## config.mk

```make
export PLATFORM = sky130hd
export DESIGN_NAME = soc_test_controller
export DESIGN_NICKNAME = d
export VERILOG_FILES = /design/src/rtl/soc_tb_pkg.sv /design/src/rtl/soc_test_controller.sv
export SDC_FILE = /design/constraint.sdc
export NUM_CORES = 1
export LEC_CHECK = 0
export BUFFER_PORTS_ARGS = -buffer_cell sky130_fd_sc_hd__buf_4
export CORE_MARGIN = 5
export CORE_UTILIZATION = 30
export DETAILED_ROUTE_END_ITERATION = 8
export GPL_TIMING_DRIVEN = 0
export PLACE_DENSITY = 0.57
export SLEW_MARGIN = 30
export SYNTH_ARGS = -nofsm -noshare
export SYNTH_HDL_FRONTEND = slang
export SYNTH_SLANG_ARGS = --single-unit
export TNS_END_PERCENT = 100
```

## constraint.sdc

```tcl
create_clock -name clk -period 2.79 [get_ports clk]
set_input_delay 0.279 -clock clk [delete_from_list [all_inputs] [get_ports clk]]
set_output_delay 0.279 -clock clk [all_outputs]
set_load 0.02 [all_outputs]
```

## src/rtl/soc_tb_pkg.sv

```systemverilog
// Shared types and constants for the SoC test-run controller.
package soc_tb_pkg;

  typedef enum logic [1:0] {
    RESET_HOLD = 2'd0,
    RUN        = 2'd1,
    DUMP       = 2'd2,
    DONE       = 2'd3
  } tc_state_e;

  // Bit of the tohost write data that marks an exit request.
  localparam int TOHOST_EXIT_BIT = 0;

  // Default byte address of the tohost exit register.
  localparam logic [31:0] TOHOST_ADDR_DEFAULT = 32'h0000_1000;

endpackage

```

## src/rtl/soc_test_controller.sv

```systemverilog
// Test-run controller: holds the core in reset, runs it until a tohost exit
// write or a watchdog timeout, then streams a DUMP_WORDS signature.
module soc_test_controller
  import soc_tb_pkg::*;
#(
  parameter int                DATA_W         = 32,
  parameter int                ADDR_W         = 32,
  parameter int                RESET_CYCLES   = 2,
  parameter int                TIMEOUT_CYCLES = 10000,
  parameter logic [ADDR_W-1:0] TOHOST_ADDR    = ADDR_W'(TOHOST_ADDR_DEFAULT),
  parameter int                DUMP_WORDS     = 100,
  parameter int                DUMP_AW        = (DUMP_WORDS > 1) ? $clog2(DUMP_WORDS) : 1,
  parameter int                CNT_W          = 32
) (
  input  logic               clk,
  input  logic               reset_n,
  input  logic               i_wb_cyc,
  input  logic               i_wb_stb,
  input  logic               i_wb_we,
  input  logic               i_wb_ack,
  input  logic [ADDR_W-1:0]  i_wb_adr,
  input  logic [DATA_W-1:0]  i_wb_dat,
  output logic               o_core_reset_n,
  output logic               o_dump_en,
  output logic [DUMP_AW-1:0] o_dump_addr,
  input  logic [DATA_W-1:0]  i_dump_data,
  output logic               o_dump_valid,
  output logic [DUMP_AW-1:0] o_dump_index,
  output logic [DATA_W-1:0]  o_dump_data,
  output logic               o_done,
  output logic               o_pass,
  output logic               o_timeout,
  output logic [DATA_W-2:0]  o_exit_code,
  output logic [CNT_W-1:0]   o_cycle_count
);

  localparam int HOLD_W = $clog2(RESET_CYCLES + 1);
  // One extra bit so the counter can reach DUMP_WORDS even when it is a power of two.
  localparam int DCNT_W = DUMP_AW + 1;

  tc_state_e         state, state_next;
  logic [HOLD_W-1:0] hold_cnt;
  logic [DCNT_W-1:0] dump_cnt;
  logic              hold_last, exit_wr, expire, run_end, dump_last;

  assign hold_last = (hold_cnt == HOLD_W'(RESET_CYCLES - 1));
  assign exit_wr   = (state == RUN) && i_wb_cyc && i_wb_stb && i_wb_we && i_wb_ack &&
                     (i_wb_adr == TOHOST_ADDR) && i_wb_dat[TOHOST_EXIT_BIT];
  assign expire    = (state == RUN) && (o_cycle_count == CNT_W'(TIMEOUT_CYCLES));
  assign run_end   = exit_wr || expire;
  // DUMP lasts DUMP_WORDS+1 cycles: the extra one lets the last read word come back.
  assign dump_last = (dump_cnt == DCNT_W'(DUMP_WORDS));

  assign o_dump_en   = (state == DUMP) && !dump_last;
  assign o_dump_addr = dump_cnt[DUMP_AW-1:0];
  assign o_done      = (state == DONE);
  assign o_dump_data = o_dump_valid ? i_dump_data : '0;

  // State register.
  always_ff @(posedge clk or negedge reset_n) begin
    if (!reset_n) state <= RESET_HOLD;
    else          state <= state_next;
  end

  // Next-state decode.
  always_comb begin
    state_next = state;
    unique case (state)
      RESET_HOLD: if (hold_last) state_next = RUN;
      RUN:        if (run_end)   state_next = (DUMP_WORDS == 0) ? DONE : DUMP;
      DUMP:       if (dump_last) state_next = DONE;
      default:    state_next = state;
    endcase
  end

  // Core reset is a flop so it never glitches; hold and run counters.
  always_ff @(posedge clk or negedge reset_n) begin
    if (!reset_n) begin
      o_core_reset_n <= 1'b0;
      hold_cnt       <= '0;
      o_cycle_count  <= '0;
    end else begin
      o_core_reset_n <= (state_next == RUN);
      if (state == RESET_HOLD) hold_cnt <= hold_cnt + 1'b1;
      if (state == RESET_HOLD && hold_last)
        o_cycle_count <= CNT_W'(1);
      else if (state == RUN && !run_end)
        o_cycle_count <= o_cycle_count + 1'b1;
    end
  end

  // Sticky run result; an exit write beats a same-cycle timeout.
  always_ff @(posedge clk or negedge reset_n) begin
    if (!reset_n) begin
      o_pass      <= 1'b0;
      o_timeout   <= 1'b0;
      o_exit_code <= '0;
    end else if (exit_wr) begin
      o_exit_code <= i_wb_dat[DATA_W-1:1];
      o_pass      <= (i_wb_dat[DATA_W-1:1] == '0);
    end else if (expire) begin
      o_timeout   <= 1'b1;
      o_pass      <= 1'b0;
    end
  end

  // Dump address walk and one-cycle-delayed valid/index for the returned word.
  always_ff @(posedge clk or negedge reset_n) begin
    if (!reset_n) begin
      dump_cnt     <= '0;
      o_dump_valid <= 1'b0;
      o_dump_index <= '0;
    end else begin
      if (o_dump_en) dump_cnt <= dump_cnt + 1'b1;
      o_dump_valid <= o_dump_en;
      o_dump_index <= o_dump_addr;
    end
  end

endmodule

```

# After elaboration in Yosys (flattened, before gate mapping)
# Cells that the tools add are included.
# W data, S select, Z words.
# op_classes
add_sub_neg,3
n_eq_ne,8
muxes,9
n_bitwise,1
reduce_logical,18
# ops
operator,n
$mux W32,3
$add A32 B1 Y32 const B,1
$eq A32 B13 Y1 const B,1
$eq A32 B14 Y1 const B,1
$logic_not A31 Y1,1
$logic_and A1 B1 Y1,10
$add A8 B1 Y8 const B,1
$eq A8 B7 Y1 const B,1
$eq A2 B1 Y1 const B,3
$mux W2,3
$pmux W2 S3,1
$eq A2 B2 Y1 const B,2
$reduce_bool A2 Y1,2
$add A2 B1 Y2 const B,1
$logic_not A1 Y1,2
$logic_not A2 Y1,1
$mux W1,2
$reduce_and A2 Y1,1
$logic_or A1 B1 Y1,1
$not A1 Y1,1
# word_totals
register_bits,86
input_bits,102

# Depth between registers and ports, before layout
# depth
word_depth,12
ltp_mapped,9

# Worst setup path after synthesis
# OpenSTA, ideal clock, no wires.
# synth_path
kind,register -> register
from,register o_cycle_count[0]
to,register o_cycle_count[29]
setup_ps,132
arrival_ps,1952
slack_ps,706
stages_incl_launch_ff,10
period_less_slack_ps,2084
cell_sequence,dfrtp_1 inv_1 ha_1 nor4b_1 nand4_1 nor3_4 buf_2 nor4_1 xnor2_1 nor2_1
# synth_between
elab_chain_len,6
elab_cells_between_ends,9
classes_between,add/sub (1); eq/ne (1); mux (2); reduce/logical (5)
# synth_rtl
item,line_no,rtl
from (decl),soc_test_controller.sv:34,output logic [CNT_W-1:0] o_cycle_count
from (signal assigned),soc_test_controller.sv:88,o_cycle_count <= o_cycle_count + 1'b1;
branches (longest 6 deep; another with $add A32 B1 Y32),--,
# Parallel ways; which one is timed is not known. The select of a mux whose other input is x is not followed.
# A chain may end at the register's enable or synchronous reset.

# Final worst setup path
# layout_path
from,register state[1]
to,register o_exit_code[15]
# layout_between
elab_chain_len,7
# layout_rtl
item,line_no,rtl
from (decl),soc_test_controller.sv:41,"tc_state_e state, state_next;"
from (signal assigned),soc_test_controller.sv:62,else state <= state_next;
$eq A2 B1 Y1,soc_test_controller.sv:47,assign exit_wr = (state == RUN) && i_wb_cyc && i_wb_stb && i_wb_we && i_wb_ack &&
$logic_and A1 B1 Y1 (5 in series),soc_test_controller.sv:47,
$logic_and A1 B1 Y1,soc_test_controller.sv:48,(i_wb_adr == TOHOST_ADDR) && i_wb_dat[TOHOST_EXIT_BIT];
to (signal assigned),soc_test_controller.sv:99,o_exit_code <= i_wb_dat[DATA_W-1:1];
to (decl),soc_test_controller.sv:33,"output logic [DATA_W-2:0] o_exit_code,"
# Every way passes these cells.

==> qor.yml <==
outcome:
  status: "finished, violations left"
  violations: "hold timing"
grt:
  grt_overflow: 0
  grt.met3_usage_pct: 6.06
  grt_max_degree: 87
  met1_usage_pct: 20.7
  grt_busiest_layer: "met2"
  grt.total_usage_pct: 16.5
  grtUsageMet2_pct: 27.5
  grt_pass1_wl_mm: 21.8
  antenna_found_initial: 0
  grt_pass1_vias: 4036
sta:
  fin_ws_ns: 0.284
  rsz0062_at_grt: "false"
  period_needed_ns: 2.51
  clock_skew_ns: 0.00445
  max_slew_margin_pct: 45.2
  finalSetupTns_ns: 0
  setup_violations: 0
  hold_viol: 15
  worstMarginPinSlew_ns: 0.822
  period_share_pct: 89.8
  drv_slew: 0
  fmax_mhz: 399
  holdWs_ns: -0.0187
worst_setup_path:
  start_kind: "flop"
  worstRegToRegCells: 6
  critPathSlowestCell: "nor3_4"
  worst-path-buf-inv: 2
  rrSetupSlack_ns: 0.28
  path_depth: 6
  r2r-end: "o_exit_code[15]"
  required_ns: 3.02
  cp_top_family: "simple AND/OR/NAND/NOR gates"
  crit_type: "flop to flop"
  worst-path-max-fanout: 10
  cp_slowest_stage_delay_ns: 0.63
  critical_path_arrival_ns: 2.73
  crit_chain: "nor2b_1 > buf_2 > nand4b_1 > nor3_4 > buf_2 > mux2_2"
  crit_path_end_kind: "flop"
  r2r_start: "state[1]"
  crit_top_cell: "buf_2"
detailed_routing:
  ant_nets: 0
  post_drt_wl_per_cell_um: 17.1
  via_per_inst: 4.86
  wirelength_mm: 14.0
  via_count: 3985
  drt_first_pass_iters: 4
  drc_errors: 0
  drtIter0Drc: 188
power_and_ir_drop:
  power_leakage_uw: 0.00325
  p_sw_share_pct: 19.5
  p_per_area_mw_per_mm2: 425
  p_int_uw: 2230
  peakVddDrop_mv: 0.280
  power_switching_uw: 542
  seqPwrFrac_pct: 44.9
  combinationalPowerShare_pct: 5.2
  clkPwrFrac_pct: 49.8
placement:
  io_buffers: 216
  gp_congestion: 0.859
  dpl.hpwl_mm: 10.8
  place_worst_setup_slack_ns: 0.0581
final_layout:
  drive_above_1_share_pct: 45.0
  syn_to_final_growth_pct: 50.5
  fillers: 1399
  final_nets: 739
  seq_area_mm2: 0.00215
  multi_input_area_mm2: 0.00202
  n_antenna_cell: 0
die:
  initial_utilization_pct: 30.2
  ios: 217
  die_w_um: 130
  rows: 44
  die_y_um: 130
  die-area_mm2: 0.0170
  core_area_mm2: 0.0144
synth:
  syn_nets: 512
  synth-edff-count: 0
  synthDistinctLibCells: 46
  yosysWarnings: 0
  synth.yosys.seq_area_share_pct: 49.6
  synth_area_mm2: 0.00434
  ys_ff_latch: 86
  synth_cells: 405
  synthArstFlopShare_pct: 100
  synth_ff_type: "dfrtp_1"
  syn_avg_cell_area_um2: 10.7
clock_network:
  cts.sinks: 86
  cts_inserted_buffers: 9
  cts_buffer_depth: 2
  clock_latency_ns: 0.34
  clockRootBuffer: "clkbuf_16"
  cts_hold_buf: 0
  cts_tree: "built"
  post_cts_resized: 0
  cts.htree.levels: 3
  cts_setup_buffers: 0
  clkSlewWorstSetupHoldPaths_ns: 0.06
min_path:
  hp-class: "primary input to async pin"
job:
  cap_violations: 0
## Yosys cell counts, drive strengths merged (2+ instances only)
master	n	area [µm²]
dfrtp	86	2150
and2	37	231
mux2	31	349
nor2	27	101
nand4	25	156
nor4	24	171
xnor2	24	210
nand2	23	86.3
nor3	22	153
buf	16	104
nand3	11	55.1
inv	10	37.5
clkbuf	9	33.8
and3	7	43.8
ha	5	62.6
mux2i	5	50.1
a21oi	4	20.0
nor4b	4	50.1
a31oi	3	18.8
and4	3	26.3
o21a	3	22.5
xor2	3	26.3
a21boi	2	15.0
a41o	2	20.0
nand2b	2	12.5
nor3b	2	15.0
o21ai	2	10.0
o31ai	2	15.0
or3	2	12.5
## layer usage
| metal | up-vias | wire, µm |
|---|---|---|
| met5 | - | 0 |
| met4 | 0 | 161 |
| met3 | 18 | 1180 |
| met2 | 144 | 6920 |
| met1 | 1930 | 5770 |
| li1 | 1893 | - |
## power groups by stage
stage	logic [µW]	clock network (µW)	registers (µW)
finish	145	1380	1250
global route	161	1470	1250
CTS	148	1420	1250
detailed placement	148	0	1270
global placement	144	0	1270
floorplan	5.90	0	1270
## cells by family (layout without fill, tap and decap cells)
| kind of cell | count (synthesis) | in the layout | share of synthesized area, % |
|---|---|---|---|
| compound gates | 21 | 21 | 3.40 |
| xor+xnor | 27 | 27 | 5.45 |
| fa+ha+maj | 5 | 5 | 1.44 |
| buf+inv | 35 | 266 | 4.03 |
| flops | 86 | 86 | 49.6 |
| mux | 36 | 36 | 9.19 |
| simple gates | 195 | 195 | 26.9 |
## area by class of cell
type	instances	area share, %
clock inverters	4	1.45
plain buffers	25	2.11
multi-input cells	284	30.8
clock buffers	11	3.71
repair buffers	216	24.9
flip-flops and latches	86	32.9
inverters	10	0.574
well taps	184	3.52
## cell usage in the layout (no fill, tap or decap), types with 10 or more instances in the layout
| master | instances |
|---|---|
| dfrtp_1 | 86 |
| nand4_1 | 25 |
| xnor2_1 | 24 |
| mux2_2 | 31 |
| nor2_1 | 27 |
| nor4_1 | 22 |
| clkbuf_1 | 10 |
| nand2_1 | 23 |
| nor3_1 | 16 |
| nand3_1 | 11 |
| buf_4 | 225 |
| and2_1 | 37 |
## worst reg2reg max path: cells and delay by family (launching register included)
family	cells	cell delay (ns)
buf+inv	2	0.64
simple gates	3	0.94
mux	1	0.37
flops	1	0.44
## metrics by stage
stage / instance area [µm²] / std cells / hold WS [ns] / util, % / power, µW
2_1_floorplan: 4340 / 405 / -0.0166 / - / 1280
3_3_place_gp: 6190 / 805 / 0.443 / 43.1 / 1410
3_5_place_dp: 6200 / 805 / 0.412 / 43.1 / 1420
4_1_cts: 6540 / 820 / 0.0415 / 45.5 / 2820
5_1_grt: 6540 / 820 / 0.0668 / 45.5 / 2880
6_report: 6540 / 820 / -0.0187 / 45.5 / 2770
## worst max-delay path by stage
stage	slack [ns]	startpoint	to
global route	0.05	state[1]	o_cycle_count[30]
finish	0.28	state[1]	o_exit_code[15]
floorplan	0.71	o_cycle_count[0]	o_cycle_count[29]
global placement	0.09	i_wb_adr[7]	o_exit_code[14]
CTS	0.23	state[1]	o_exit_code[16]
detailed placement	0.06	i_wb_adr[7]	o_exit_code[16]
## state kept, by name (all words and copies together) (netlist names), 2 cells and up
signal         cells
dump_cnt           8
hold_cnt           2
o_cycle_count     32
o_dump_index       7
o_exit_code       31
state              2
Note: power is estimated with default switching activity, not from simulation.
